File: config.mk
export PLATFORM = sky130hd
export DESIGN_NAME = mem_port_arbiter
export DESIGN_NICKNAME = d
export VERILOG_FILES = /design/src/rtl/mem_port_arbiter_pkg.sv /design/src/rtl/mem_arb_starve_ctr.sv /design/src/rtl/mem_port_arbiter.sv
export SDC_FILE = /design/constraint.sdc
export NUM_CORES = 1
export LEC_CHECK = 0
export BUFFER_PORTS_ARGS = -buffer_cell sky130_fd_sc_hd__buf_2
export CAP_MARGIN = 20
export CORE_MARGIN = 10
export CORE_UTILIZATION = 49
export CTS_CLUSTER_DIAMETER = 30
export DETAILED_ROUTE_END_ITERATION = 7
export PLACE_DENSITY = 0.86
export SKIP_LAST_GASP = 1
export SLEW_MARGIN = 40
export SYNTH_ARGS = -nofsm -noshare
export SYNTH_HDL_FRONTEND = slang
export SYNTH_HIERARCHICAL = 1
export SYNTH_SLANG_ARGS = --single-unit
File: constraint.sdc
create_clock -name clk -period 2.9 [get_ports clk]
set_input_delay 0.29 -clock clk [delete_from_list [all_inputs] [get_ports clk]]
set_output_delay 0.29 -clock clk [all_outputs]
set_load 0.02 [all_outputs]
File: src/rtl/mem_port_arbiter_pkg.sv
// Shared parameters and types for the memory port arbiter: default widths,
// FSM state encodings, the transaction owner type and a counter-width helper.
package mem_port_arbiter_pkg;

    localparam int unsigned ADDR_DEF       = 32;
    localparam int unsigned W_OPR_DEF      = 32;
    localparam int unsigned STARVE_MAX_DEF = 4;

    localparam logic [1:0] ST_IDLE = 2'd0;
    localparam logic [1:0] ST_BUSY = 2'd1;
    localparam logic [1:0] ST_RESP = 2'd2;

    typedef enum logic [1:0] {
        StIdle = ST_IDLE,
        StBusy = ST_BUSY,
        StResp = ST_RESP
    } arb_state_e;

    typedef enum logic {
        OwnIf = 1'b0,
        OwnEx = 1'b1
    } arb_owner_e;

    // Bits needed to count from 0 up to and including max_val.
    function automatic int unsigned ctr_width(input int unsigned max_val);
        return (max_val < 2) ? 1 : $clog2(max_val + 1);
    endfunction

endpackage

File: src/rtl/mem_arb_starve_ctr.sv
// Fetch starvation guard: counts execute grants taken while fetch is waiting
// and raises o_force_if once STARVE_MAX consecutive wins have gone to execute.
module mem_arb_starve_ctr
    import mem_port_arbiter_pkg::*;
#(
    parameter int unsigned STARVE_MAX = STARVE_MAX_DEF
) (
    input  logic clk,
    input  logic reset,
    input  logic i_if_req,
    input  logic i_if_gnt,
    input  logic i_ex_gnt,
    output logic o_force_if
);

    localparam int unsigned CW = ctr_width(STARVE_MAX);
    localparam logic [CW-1:0] MAX_CNT = CW'(STARVE_MAX);

    logic [CW-1:0] r_cnt;

    // Count execute wins over a waiting fetch; any fetch grant or idle fetch clears it.
    always_ff @(posedge clk or negedge reset) begin
        if (!reset) begin
            r_cnt <= '0;
        end else if (i_if_gnt || !i_if_req) begin
            r_cnt <= '0;
        end else if (i_ex_gnt && (r_cnt != MAX_CNT)) begin
            r_cnt <= r_cnt + CW'(1);
        end
    end

    assign o_force_if = (r_cnt >= MAX_CNT);

endmodule

File: src/rtl/mem_port_arbiter.sv
// Single-outstanding memory port arbiter between instruction fetch and the
// execute stage. Execute has priority; define ARB_STARVE_GUARD_EN to hand a
// contested slot to fetch after STARVE_MAX consecutive execute wins.
module mem_port_arbiter
    import mem_port_arbiter_pkg::*;
#(
    parameter int unsigned ADDR       = ADDR_DEF,
    parameter int unsigned W_OPR      = W_OPR_DEF,
    parameter int unsigned STARVE_MAX = STARVE_MAX_DEF
) (
    input  logic             clk,
    input  logic             reset,
    input  logic             if_req_i,
    input  logic [ADDR-1:0]  if_addr_i,
    output logic             if_gnt_o,
    output logic             if_rvalid_o,
    output logic [W_OPR-1:0] if_rdata_o,
    input  logic             ex_req_i,
    input  logic             ex_write_i,
    input  logic [ADDR-1:0]  ex_addr_i,
    input  logic [W_OPR-1:0] ex_wdata_i,
    output logic             ex_gnt_o,
    output logic             ex_rvalid_o,
    output logic [W_OPR-1:0] ex_rdata_o,
    output logic             mem_req_o,
    output logic             mem_write_o,
    output logic [ADDR-1:0]  mem_addr_o,
    output logic [W_OPR-1:0] mem_wdata_o,
    input  logic             mem_ack_i,
    input  logic [W_OPR-1:0] mem_rdata_i,
    output logic             stall_o,
    output logic             busy_o
);

    arb_state_e       r_state;
    arb_owner_e       r_owner;
    logic [ADDR-1:0]  r_addr;
    logic             r_write;
    logic [W_OPR-1:0] r_wdata;
    logic [W_OPR-1:0] r_if_rdata;
    logic [W_OPR-1:0] r_ex_rdata;

    logic w_arb_en;
    logic w_force_if;
    logic w_if_gnt;
    logic w_ex_gnt;
    logic w_busy;
    logic w_if_rvalid;
    logic w_ex_rvalid;

    // Grants are only offered from IDLE, and never while reset is held.
    assign w_arb_en = (r_state == StIdle) && reset;

`ifdef ARB_STARVE_GUARD_EN
    mem_arb_starve_ctr #(
        .STARVE_MAX (STARVE_MAX)
    ) u_starve_ctr (
        .clk        (clk),
        .reset      (reset),
        .i_if_req   (if_req_i),
        .i_if_gnt   (w_if_gnt),
        .i_ex_gnt   (w_ex_gnt),
        .o_force_if (w_force_if)
    );
`else
    logic w_unused_starve_max;
    assign w_unused_starve_max = ^STARVE_MAX;
    assign w_force_if          = 1'b0;
`endif

    // Same-cycle arbitration: execute first unless the starvation guard forces fetch.
    always_comb begin
        w_if_gnt = 1'b0;
        w_ex_gnt = 1'b0;
        if (w_arb_en) begin
            if (ex_req_i && !(if_req_i && w_force_if)) begin
                w_ex_gnt = 1'b1;
            end else if (if_req_i) begin
                w_if_gnt = 1'b1;
            end
        end
    end

    // Transaction FSM: latch the winner's request, wait for ack, then one response cycle.
    always_ff @(posedge clk or negedge reset) begin
        if (!reset) begin
            r_state    <= StIdle;
            r_owner    <= OwnIf;
            r_addr     <= '0;
            r_write    <= 1'b0;
            r_wdata    <= '0;
            r_if_rdata <= '0;
            r_ex_rdata <= '0;
        end else begin
            unique case (r_state)
                StIdle: begin
                    if (w_ex_gnt) begin
                        r_state <= StBusy;
                        r_owner <= OwnEx;
                        r_addr  <= ex_addr_i;
                        r_write <= ex_write_i;
                        r_wdata <= ex_wdata_i;
                    end else if (w_if_gnt) begin
                        r_state <= StBusy;
                        r_owner <= OwnIf;
                        r_addr  <= if_addr_i;
                        r_write <= 1'b0;
                        r_wdata <= '0;
                    end
                end
                StBusy: begin
                    if (mem_ack_i) begin
                        r_state <= StResp;
                        if (r_owner == OwnIf) begin
                            r_if_rdata <= mem_rdata_i;
                        end else if (!r_write) begin
                            r_ex_rdata <= mem_rdata_i;
                        end
                    end
                end
                StResp: begin
                    r_state <= StIdle;
                end
                default: begin
                    r_state <= StIdle;
                end
            endcase
        end
    end

    assign w_busy      = (r_state != StIdle);
    assign w_if_rvalid = (r_state == StResp) && (r_owner == OwnIf);
    assign w_ex_rvalid = (r_state == StResp) && (r_owner == OwnEx);

    assign if_gnt_o    = w_if_gnt;
    assign ex_gnt_o    = w_ex_gnt;
    assign if_rvalid_o = w_if_rvalid;
    assign ex_rvalid_o = w_ex_rvalid;
    assign if_rdata_o  = r_if_rdata;
    assign ex_rdata_o  = r_ex_rdata;
    assign busy_o      = w_busy;

    assign mem_req_o   = (r_state == StBusy);
    assign mem_write_o = (r_state == StBusy) && r_write;
    assign mem_addr_o  = r_addr;
    assign mem_wdata_o = r_wdata;

    // Execute stalls while its request waits, and while its own access is in flight.
    assign stall_o = (ex_req_i && !w_ex_gnt && reset) ||
                     (w_busy && (r_owner == OwnEx) && !w_ex_rvalid);

endmodule

==> impl_metrics.ini <==
[worst_setup_path]
worstSetupPathType = register to output port
arrival_ps = 1990
cp-end-kind = output port
cp_data_required_time_ps = 2610
start_kind = register
cp_max_fo = 27

[floorplan]
die_w_um = 123
ios = 270
die_y_um = 123
num_rows = 37
dieArea_um2 = 15200
start_util_pct = 50.3
fp.coreArea_um2 = 10400

[yosys]
synth.avg_cell_area_um2 = 15.4
synth_cell_types = 29
synthCells = 338
ys_seq_area_share_pct = 63.3
ys_warn_count = 6
synth_fp_nets = 472
synth-seq-cells = 132
syn_area_um2 = 5220

[sta]
clock_skew_ps = 9.73
post-route-min-period_ps = 2280
slew_headroom_pct = 55.0
drv_slew = 0
hold_violations = 0
fmax_mhz = 439
post-route-period-util_pct = 78.5
final.setup.tns_ps = 0
rsz0062_at_grt = false
setup_viol = 0
worst_pin_slew_ps = 675

[drt]
drt_wl_total_um = 16100
drc = 0
vias = 4108
ant_nets = 0
via_per_inst = 5.21
drtIter0Drc = 245
first_pass_iters = 4
post_drt_wl_per_cell_um = 20.5

[placement]
numPortBuffers = 269
dpl.cell_count = 727
dpl.hpwl_um = 11800
gp_congestion = 0.797
dpl_cell_area_um2 = 6640

[grt]
grt_pass1_vias = 4487
grt_antenna_before_repair = 1
grt_pass1_wl_um = 24100
grtUsageTotal_pct = 20.6
grt_start_max_net_pins = 81
gr-total-overflow = 0

[pwr]
total_power_w = 0.00820
cellLeakagePower_nw = 3.74
peakVddDrop_uv = 667
p_per_area_nw_per_um2 = 1090

[status]
status = complete, no violations

[clock_network]
clk_latency_ps = 510
clockBufferDepth = 2
htreeDepth = 4
cts_sinks = 132
cts_tree = yes
cts_made_buffers = 17
path_clk_slew_ps = 60
post_cts_buffers = 0
root_buffer = clkbuf_8

[layout]
design_area_um2 = 7540
fin_util_pct = 72.7
multi_input_area_um2 = 1740
syn_to_final_growth_pct = 44.5
fillers = 681
stdcell_count = 788
nets = 772
register_area_um2 = 3300
drive_gt1_share_pct = 62.2

[flow_run]
maxCapViolations = 0

[worst_hold_path]
hold_class = input port to register
where the power goes:
group	switching, W	leakage (nW)	internal, W
clock network	0.000802	0.288	0.00140
registers	0.000445	1.58	0.00258
logic	0.00174	1.88	0.00122
total	0.00299	3.74	0.00521
cell type report:
class / instances / area share (%)
Timing Repair Buffer: 304 / 22.4
Tap cell: 136 / 2.26
Antenna cell: 1 / 0.0332
Inverter: 4 / 0.199
Clock buffer: 17 / 5.49
Multi-Input combinational cell: 179 / 23.1
Sequential cell: 132 / 43.8
Clock inverter: 15 / 2.72
flip-flops by register name, indices dropped and copies added (netlist names):
signal       count
ex_rdata_o      32
mem_wdata_o     32
r_owner          1
r_write          1
r_state          2
if_rdata_o      32
mem_addr_o      32
cells in the final DEF (no fill, tap or decap), types with 2 or more instances in the layout:
cell type,Yosys,final
o221a_2,31,31
dfrtp_1,132,132
a22o_1,33,33
buf_4,0,6
mux2_1,7,7
buf_6,4,2
nor2_1,2,2
clkinv_4,0,2
clkinvlp_4,0,5
nand2b_1,26,26
mux2_2,57,57
clkinv_2,0,2
buf_2,10,268
or2b_1,7,7
dlygate4sd3_1,0,28
clkbuf_16,0,16
bufinv_16,0,4
inv_1,4,4
timing repair:
action,CTS,global route
endpoints found under the hold margin,79,0
resized for setup,0,0
hold buffers,28,0
through the flow:
stage | setup slack [ps] | hold WS (ps)
2_1_floorplan | 1340 | -5.59
3_3_place_gp | 1030 | 89.4
3_5_place_dp | 937 | 92.7
4_1_cts | 398 | 0.125
5_1_grt | 504 | 5.89
6_report | 623 | 18.4
cell families (layout without fill, tap and decap cells):
group / Yosys count / in the layout / share of synthesized area [%]
buffers and inverters: 27 / 340 / 3.33
flip-flops: 132 / 132 / 63.3
multiplexers: 64 / 64 / 13.8
other: 0 / 1 / 0
AO/OA/AOI/OAI: 71 / 71 / 13.4
AND/OR/NAND/NOR: 44 / 44 / 6.23
cells in the mapped netlist:
library cell	count	share of area, %
and4bb_4	1	0.31
nand3b_4	1	0.38
buf_2	10	0.96
a21o_2	1	0.17
inv_1	4	0.29
and2_1	1	0.12
a22o_1	33	5.5
o221a_1	1	0.22
nor2_2	1	0.12
or2b_1	7	1.0
o221a_2	31	6.7
o211ai_2	1	0.24
o21ai_0	1	0.096
nand2b_1	26	3.1
dfrtp_1	132	63
o211a_1	1	0.19
nor3b_4	1	0.36
nor2_1	2	0.14
and3b_2	1	0.19
nand4bb_1	1	0.22
nor3b_1	1	0.14
buf_6	4	0.86
mux2_2	57	12
clkbuf_1	6	0.43
clkbuf_8	3	0.79
a31oi_1	1	0.12
a21oi_1	1	0.096
mux2_1	7	1.5
or2_1	1	0.12
worst max-delay path, cell delays in order, from the launching register on:
cell and delay [ps]:
dfrtp_1 460, nand4bb_1 230, or2_2 500, inv_1 110
buf_2 160
worst paths after layout:
check                           slack (ps)                          to  cells past startpoint                        from
max in group asynchronous             1290   if_rdata_o[4]$_DFFE_PN0P_                      4                       reset
worst max-delay path                   620                    if_gnt_o                      4      r_state[0]$_DFFE_PN0P_
worst min register to register         490  ex_rdata_o[28]$_DFFE_PN0P_                      1  ex_rdata_o[28]$_DFFE_PN0P_
worst max register to register        1070  mem_addr_o[13]$_DFFE_PN0P_                      4      r_state[0]$_DFFE_PN0P_
min in group asynchronous              190         r_owner$_DFFE_PN0P_                      2                       reset
worst min-delay path                    20  ex_rdata_o[16]$_DFFE_PN0P_                      2             mem_rdata_i[16]
routing by layer:
metal,vias up,global-route usage [%],share of wire [%]
met5,-,0,0
met4,0,8.08,2.8
met3,34,7.38,9.1
met2,198,35.2,51
met1,2013,22.9,37
li1,1863,-,-
Power figures use the tool's default switching activity.
